**src/rtl/mac_accum_unit.sv**
```systemverilog
// mac_accum_unit: accumulates blocks of up to BLOCK_LEN unsigned products
// into an AW-bit sum. Each finished block is held as sum, count and sticky
// overflow until the downstream side accepts it.
module mac_accum_unit #(
  parameter int unsigned PW        = 16,
  parameter int unsigned AW        = 24,
  parameter int unsigned BLOCK_LEN = 8,
  parameter int unsigned CNT_W     = $clog2(BLOCK_LEN + 1)
) (
  input  logic             clk,
  input  logic             rst_n,
  input  logic             clr,
  input  logic             in_valid,
  output logic             in_ready,
  input  logic [PW-1:0]    in_prod,
  input  logic             in_last,
  output logic             out_valid,
  input  logic             out_ready,
  output logic [AW-1:0]    out_sum,
  output logic [CNT_W-1:0] out_count,
  output logic             out_ovf
);

  typedef enum logic [1:0] {
    S_IDLE = 2'd0,
    S_ACC  = 2'd1,
    S_DONE = 2'd2
  } state_t;

  localparam logic [CNT_W-1:0] LP_BLOCK_LEN = CNT_W'(BLOCK_LEN);
  localparam logic [CNT_W-1:0] LP_ONE       = CNT_W'(1);

  state_t            r_state;
  logic [AW-1:0]     r_acc;
  logic [CNT_W-1:0]  r_cnt;
  logic              r_ovf;
  logic              r_in_ready;
  logic              r_out_valid;

  state_t            w_state_nxt;
  logic [AW-1:0]     w_acc_nxt;
  logic [CNT_W-1:0]  w_cnt_nxt;
  logic              w_ovf_nxt;
  logic [AW:0]       w_sum;
  logic [CNT_W-1:0]  w_cnt_inc;

  // One extra bit on the adder captures the carry out of the accumulator.
  assign w_sum     = (AW+1)'(r_acc) + (AW+1)'(in_prod);
  assign w_cnt_inc = r_cnt + LP_ONE;

  // Next-state and datapath update; clr overrides everything, including a
  // product presented in the same cycle.
  always_comb begin
    w_state_nxt = r_state;
    w_acc_nxt   = r_acc;
    w_cnt_nxt   = r_cnt;
    w_ovf_nxt   = r_ovf;
    if (clr) begin
      w_state_nxt = S_IDLE;
      w_acc_nxt   = '0;
      w_cnt_nxt   = '0;
      w_ovf_nxt   = 1'b0;
    end else begin
      case (r_state)
        S_IDLE: begin
          if (in_valid) begin
            w_acc_nxt   = AW'(in_prod);
            w_cnt_nxt   = LP_ONE;
            w_ovf_nxt   = 1'b0;
            w_state_nxt = (in_last || (BLOCK_LEN == 1)) ? S_DONE : S_ACC;
          end
        end
        S_ACC: begin
          if (in_valid) begin
            w_acc_nxt   = w_sum[AW-1:0];
            w_ovf_nxt   = r_ovf | w_sum[AW];
            w_cnt_nxt   = w_cnt_inc;
            if (in_last || (w_cnt_inc == LP_BLOCK_LEN)) begin
              w_state_nxt = S_DONE;
            end
          end
        end
        S_DONE: begin
          if (out_ready) begin
            w_state_nxt = S_IDLE;
            w_acc_nxt   = '0;
            w_cnt_nxt   = '0;
            w_ovf_nxt   = 1'b0;
          end
        end
        default: begin
          w_state_nxt = S_IDLE;
          w_acc_nxt   = '0;
          w_cnt_nxt   = '0;
          w_ovf_nxt   = 1'b0;
        end
      endcase
    end
  end

  // State, datapath and handshake flags; flags are precomputed from the next
  // state so they come straight off flops with no path from out_ready.
  always_ff @(posedge clk or negedge rst_n) begin
    if (!rst_n) begin
      r_state     <= S_IDLE;
      r_acc       <= '0;
      r_cnt       <= '0;
      r_ovf       <= 1'b0;
      r_in_ready  <= 1'b1;
      r_out_valid <= 1'b0;
    end else begin
      r_state     <= w_state_nxt;
      r_acc       <= w_acc_nxt;
      r_cnt       <= w_cnt_nxt;
      r_ovf       <= w_ovf_nxt;
      r_in_ready  <= (w_state_nxt != S_DONE);
      r_out_valid <= (w_state_nxt == S_DONE);
    end
  end

  assign in_ready  = r_in_ready;
  assign out_valid = r_out_valid;
  assign out_sum   = r_acc;
  assign out_count = r_cnt;
  assign out_ovf   = r_ovf;

endmodule

```
**config.mk**
```make
export PLATFORM = sky130hd
export DESIGN_NAME = mac_accum_unit
export DESIGN_NICKNAME = d
export VERILOG_FILES = /design/src/rtl/mac_accum_unit.sv
export SDC_FILE = /design/constraint.sdc
export NUM_CORES = 1
export LEC_CHECK = 0
export BUFFER_PORTS_ARGS = -buffer_cell sky130_fd_sc_hd__clkbuf_2
export CORE_ASPECT_RATIO = 1.1
export CORE_MARGIN = 2
export CORE_UTILIZATION = 37
export CTS_CLUSTER_DIAMETER = 60
export DETAILED_ROUTE_END_ITERATION = 12
export GPL_TIMING_DRIVEN = 0
export MAX_ROUTING_LAYER = met4
export SLEW_MARGIN = 20
export SYNTH_ARGS = -nofsm -noshare
export SYNTH_HDL_FRONTEND = slang
export SYNTH_SLANG_ARGS = --single-unit
```
**constraint.sdc**
```tcl
create_clock -name clk -period 3.2 [get_ports clk]
set_input_delay 0.16 -clock clk [delete_from_list [all_inputs] [get_ports clk]]
set_output_delay 0.16 -clock clk [all_outputs]
set_load 0.005 [all_outputs]
```
==> results.toml, run 1 <==
[clock_network]
cts_max_path_buffers = 2
cts_tree = "done"
cts_setup_buffers = 0
clockRootBuffer = "clkbuf_8"
clkLatencyLatePin_ns = 0.30
h-tree-depth = 2
clock_sinks = 33
cts_buffers = 5
cts.reportedPaths.clkPinSlew_ns = 0.08

[setup_path]
required_ns = 3.44
crit_type = "reg2reg"
reg2reg_depth = 10
critical_path.cell_chain = "ha_1, inv_1, fa_1, nand2b_1, a21oi_2, o2111ai_2, o21bai_2, a41oi_2, or4_1, nand3_1"
slowest_stage = "or4_1"
worstPathArrival_ns = 2.90
crit_fanout = 5
start_kind = "flip-flop"
cp-end-kind = "flip-flop"
slowest_delay_ns = 0.50

[sta]
setup_viol = 0
max-slew-margin-rel_pct = 42.3
fmax_ghz = 0.376
slew_viol_final = 0
worst_pin_slew_ns = 0.866
rsz0062_at_grt = "false"
setup_total_negative_slack_ns = 0
final.period_utilization_pct = 83.1
hold_viol = 0
finClkSkew_ns = 0.00490
period_needed_ns = 2.66

[global_routing]
grt_antenna_before_repair = 0
grt_pass1_wl_mm = 10.2
grt_start_max_net_pins = 34
grt_pass1_vias = 2141
overflow = 0
grt_usage_pct = 19.2

[pwr]
leakage_nw = 1.33
power_density_nw_per_um2 = 379
irDropWorstVdd_mv = 0.219

[worst_hold_path]
hold_depth = 2
min_path_type = "in2reg"

[cells_and_area]
final_nets = 373
drive_gt1_share_pct = 21.6
final_cells = 414
antenna_cells = 0
synthToLayoutAreaGrowth_pct = 19.3

[placement]
globalplace.congestion = 0.819
dp_hpwl_mm = 4.46
io_buffers = 52
dp.cells = 405

[yosys]
syn_area_per_cell_um2 = 8.58
ys_ff_latch = 33
syn_inst = 273
netlist-cell-type-count = 45
netlist_area_um2 = 2340
synth_warnings = 0
ys_seq_area_share_pct = 35.3
synthesis.nets = 313

[job]
cap_violations = 0

[die]
start_util_pct = 38.0
fp-row-count = 30
die_w_um = 79.9
dieArea_um2 = 6980
ios = 53
die_h_um = 87.4
core_um2 = 6160

[detailed_routing]
drt_iter0_drc = 116
postRouteAntennaNets = 0
drt_pass1_iterations = 4
vias = 2245
vias_per_cell = 5.42
wl_per_cell_um = 14.7
drc = 0
wl_mm = 6.07

[run_status]
status = "complete, no violations"
[final cells by class]
class | count | area (um2)
multi-input combinational | 220 | 1440
clock inverter | 2 | 10.0
fill | 653 | 3360
clock buffer | 6 | 72.6
timing repair buffer | 53 | 270
tap | 80 | 100
inverter | 9 | 33.8
sequential | 33 | 827
buffer | 11 | 46.3
[layout by cell type, fill, tap and decap left out, drive strengths merged, types with 2 or more instances in the layout]
| master | n |
|---|---|
| o21ai | 31 |
| a22oi | 4 |
| ha | 17 |
| clkinv | 2 |
| inv | 9 |
| or4 | 6 |
| nand4 | 7 |
| mux2i | 5 |
| and2 | 2 |
| buf | 2 |
| nand3 | 15 |
| nor2 | 12 |
| o211ai | 7 |
| nand2 | 34 |
| or3 | 2 |
| xor2 | 8 |
| a21boi | 2 |
| dfrtp | 32 |
| a21o | 5 |
| or2 | 4 |
| nand2b | 5 |
| a21oi | 28 |
| nor3b | 2 |
| clkbuf | 67 |
| o21a | 2 |
| xnor2 | 6 |
[worst paths after layout]
check	end	from	slack (ns)
setup / recovery	out_sum[20]$_DFFE_PN0P_	out_sum[0]$_DFFE_PN0P_	0.54
min in group asynchronous	out_sum[11]$_DFFE_PN0P_	rst_n	0.51
setup reg to reg	out_sum[20]$_DFFE_PN0P_	out_sum[0]$_DFFE_PN0P_	0.54
max in group asynchronous	out_count[0]$_DFFE_PN0P_	rst_n	2.15
hold / removal	out_valid$_DFF_PN0_	clr	0.07
hold reg to reg	out_sum[4]$_DFFE_PN0P_	out_sum[4]$_DFFE_PN0P_	0.52
[logic make-up (layout without fill, tap and decap cells)]
family          after synthesis  after routing  synth area share, %
simple gates                 92             92                 19.3
compound gates               90             90                 24.1
flops                        33             33                 35.3
buf+inv                      20             81                 3.42
fa+ha+maj                    18             18                 9.94
xor+xnor                     14             14                 5.24
mux                           6              6                 2.62
[synthesized netlist by cell type]
library cell	number	area (um2)
dfstp_2	1	26.3
mux2i_1	5	50.1
nor2b_1	1	6.26
a21oi_2	1	8.76
inv_1	9	33.8
o21ai_2	1	8.76
xor2_1	8	70.1
a211o_1	1	8.76
buf_4	1	7.51
o21ai_0	30	150
nand2b_1	5	31.3
or2_2	4	25.0
nand2_1	34	128
nor3b_1	2	15.0
a311oi_1	1	8.76
o311ai_0	1	8.76
o31ai_1	1	7.51
nor2_1	12	45.0
clkbuf_1	9	33.8
a221oi_1	1	8.76
a21oi_1	27	135
o21bai_2	1	11.3
mux2_2	1	11.3
o41ai_1	1	8.76
o21a_1	2	15.0
fa_1	1	20.0
a21boi_0	2	15.0
ha_1	17	213
or4_1	6	45.0
o211a_1	1	10.0
o2111ai_2	1	15.0
or3_1	2	12.5
nand3_1	15	75.1
a41oi_2	1	16.3
nand4b_1	1	8.76
and2_1	2	12.5
xnor2_1	6	52.6
a22oi_1	4	30.0
nor3_1	1	5.00
dfrtp_1	32	801
buf_2	1	5.00
a21o_1	5	37.5
a22o_1	1	8.76
o211ai_1	7	52.6
nand4_1	7	43.8
[metrics by stage]
step | total power, mW | setup slack (ns) | util, % | hold slack (ns) | area, um2
floorplan | 0.652 | 0.791 | - | -0.136 | 2340
global placement | 0.740 | 0.574 | 43.9 | 0.321 | 2700
detailed placement | 0.743 | 0.561 | 43.9 | 0.317 | 2700
CTS | 1.07 | 0.546 | 45.4 | 0.0599 | 2800
global route | 1.12 | 0.348 | 45.4 | 0.0789 | 2800
finish | 1.06 | 0.541 | 45.4 | 0.0655 | 2800
[critical path: cells and delay by family, from the launching register on]
family                   cells  cell delay [ns]
buffers and inverters        1             0.05
AND/OR/NAND/NOR              3             0.79
AO/OA/AOI/OAI                4             0.82
flip-flops                   1             0.38
adder cells (fa/ha/maj)      2             0.56
[power by group]
group          switching, mW  internal, mW
clock network          0.175         0.151
logic                  0.164         0.116
registers             0.0171         0.438
total                  0.355         0.705
[metal layers]
layer	part of all wire (%)	GRT usage (%)	vias up	routed length, um
met4	2.1	7.86	0	129
met3	4.9	3.22	11	299
li1	-	-	1112	-
met2	47	30.3	63	2820
met5	0	-	-	0
met1	46	24.7	1059	2810
[sequential cells by signal, summed over array words and instances, names as in the netlist]
signal	count
out_sum	24
out_count	4
r_state	2
in_ready	1
out_ovf	1
out_valid	1
[what timing repair did]
item                                   4_1_cts  5_1_grt
resized for setup                            0        0
endpoints found under the hold margin       21        0
hold buffers                                 1        0
Note: power is estimated with default switching activity, not from simulation.
==> inputs of run 2 (changes only) <==
- clock period: 3.2 -> 2.2 ns (I/O delays scaled with it)
==> run 2 against run 1 <==
Against the previous run: total power is 53% higher; maximum frequency is 11% higher; highest routed layer unchanged; the flow now finishes with violations (negative setup slack); core utilization is 4.0 points higher.
==> results.toml, run 2 (synthesized netlist as in run 1, its figures left out) <==
[run_status]
status = "finished with violations"
violations = "negative setup slack"

[sta]
worst_pin_slew_ns = 0.843
finClkSkew_ns = 0.00481
final.period_utilization_pct = 109
slew_viol_final = 0
max-slew-margin-rel_pct = 43.8
fmax_ghz = 0.417
setup_total_negative_slack_ns = -0.821
hold_viol = 0
rsz0062_at_grt = "true"
setup_viol = 6
period_needed_ns = 2.40
worst_slack_ns = -0.200

[setup_path]
crit_fanout = 3
required_ns = 2.42
worst_r2r_startpoint = "out_sum[0]$_DFFE_PN0P_"
worstSetupEndpoint = "out_sum[16]$_DFFE_PN0P_"
crit_type = "reg2reg"
r2r_slack_ns = -0.20
worstPathArrival_ns = 2.62
startpoint = "out_sum[0]$_DFFE_PN0P_"
reg2reg_depth = 11
start_kind = "flip-flop"
r2r-end = "out_sum[16]$_DFFE_PN0P_"
cp-end-kind = "flip-flop"

[cells_and_area]
final_cell_mix = "55 x clkbuf_2, 32 x nand2_1, 32 x dfrtp_1"
final_cell_area_um2 = 3040
antenna_cells = 0
final_common_cell = "clkbuf_2"
final_nets = 384
largest_reg_flops = 24
drive_gt1_share_pct = 31.3
synthToLayoutAreaGrowth_pct = 29.9
nFillCells = 621

[clock_network]
cts_buffers = 5
clock_sinks = 33
cts.reportedPaths.clkPinSlew_ns = 0.08
clkLatencyLatePin_ns = 0.29
cts_tree = "done"
cts_max_path_buffers = 2
h-tree-depth = 2
clockRootBuffer = "clkbuf_8"

[placement]
place_ws_ns = -0.368
globalplace.congestion = 0.831
place_area_um2 = 2720
io_buffers = 52
dp_hpwl_mm = 4.52

[die]
fp-row-count = 30
core_um2 = 6160
start_util_pct = 38.0
die_h_um = 87.4
ios = 53
die_w_um = 79.9
dieArea_um2 = 6980

[pwr]
p_sw_share_pct = 34.1
internal_power_mw = 1.07
p_clk_share_pct = 29.0
power_density_nw_per_um2 = 535
leakage_nw = 1.45
p_seq_share_pct = 40.7
irDropWorstVdd_mv = 0.323
power_switching_mw = 0.554
pwr-share-comb_pct = 30.2

[worst_hold_path]
min_path_type = "in2reg"

[global_routing]
grt_antenna_before_repair = 0
overflow = 0
grt_pass1_wl_mm = 10.7
grt_start_max_net_pins = 34
grt_usage_pct = 20.0
grt_pass1_vias = 2310

[detailed_routing]
wl_per_cell_um = 14.8
wl_mm = 6.31
wirelength_met1_mm = 2.96
dr_wl_met2_mm = 3.02
drt_pass1_iterations = 4
routed-wl-met3_um = 233
vias = 2311
vias_per_cell = 5.44
postRouteAntennaNets = 0
drt_iter0_drc = 85
drc = 0
top_layer = "met4"

[job]
cap_violations = 0
[run 2: cell types whose count changed in the layout (fill, tap and decap cells not counted), sizes merged]
cell and change:
buf +11
[run 2: per-layer routing]
| metal | vias up | track usage (%) |
|---|---|---|
| met5 | - | - |
| met3 | 8 | 3.22 |
| li1 | 1139 | - |
| met1 | 1120 | 25.7 |
| met2 | 44 | 32.2 |
| met4 | 0 | 6.47 |
[run 2: worst max-delay path, cell delays in order, from the launching register on]
cell	delay [ns]
dfrtp_1	0.37
ha_2	0.20
inv_2	0.04
fa_2	0.33
nand2b_4	0.16
a21oi_4	0.18
o2111ai_4	0.15
o21bai_4	0.20
a41oi_2	0.14
buf_4	0.18
or3_1	0.30
o21ai_1	0.07
[run 2: how the worst min path moves through the flow]
stage	start	cells after the start	end
finish	clr	2	out_valid$_DFF_PN0_
floorplan	rst_n	0	out_count[0]$_DFFE_PN0P_
detailed placement	rst_n	1	out_sum[20]$_DFFE_PN0P_
CTS	clr	2	out_valid$_DFF_PN0_
global placement	rst_n	1	out_sum[20]$_DFFE_PN0P_
global route	clr	2	out_valid$_DFF_PN0_
[run 2: final cells by class]
class | count | area [um2] | share of cell area, %
plain buffers | 11 | 50.0 | 1.64
well taps | 80 | 100 | 3.29
clock inverters | 2 | 10.0 | 0.329
multi-input cells | 220 | 1580 | 52.0
inverters | 9 | 33.8 | 1.11
repair buffers | 64 | 368 | 12.1
flip-flops and latches | 33 | 827 | 27.2
clock buffers | 6 | 72.6 | 2.38
[run 2: power groups by stage]
stage               combinational, mW  sequential [mW]  clock (mW)
finish                          0.492            0.663       0.472
global route                    0.554            0.667       0.512
CTS                             0.454            0.662       0.488
detailed placement              0.412            0.674           0
global placement                0.407            0.673           0
floorplan                       0.280            0.672           0
[run 2: through the flow]
step	utilization (%)	instances	total power, mW	hold WS, ns
global placement	44.1	405	1.08	0.268
floorplan	-	273	0.952	-0.186
CTS	47.5	422	1.60	0.0218
finish	49.4	425	1.63	0.0248
detailed placement	44.1	405	1.09	0.271
global route	49.4	425	1.73	0.0421
[run 2: what timing repair did]
| item | CTS | global route |
|---|---|---|
| resized for setup | 19 | 24 |
| setup endpoints to repair | 15 | 17 |
| pin swaps | 14 | 14 |
| hold buffers | 1 | 0 |
| endpoints found under the hold margin | 32 | 0 |
| setup buffers | 8 | 3 |
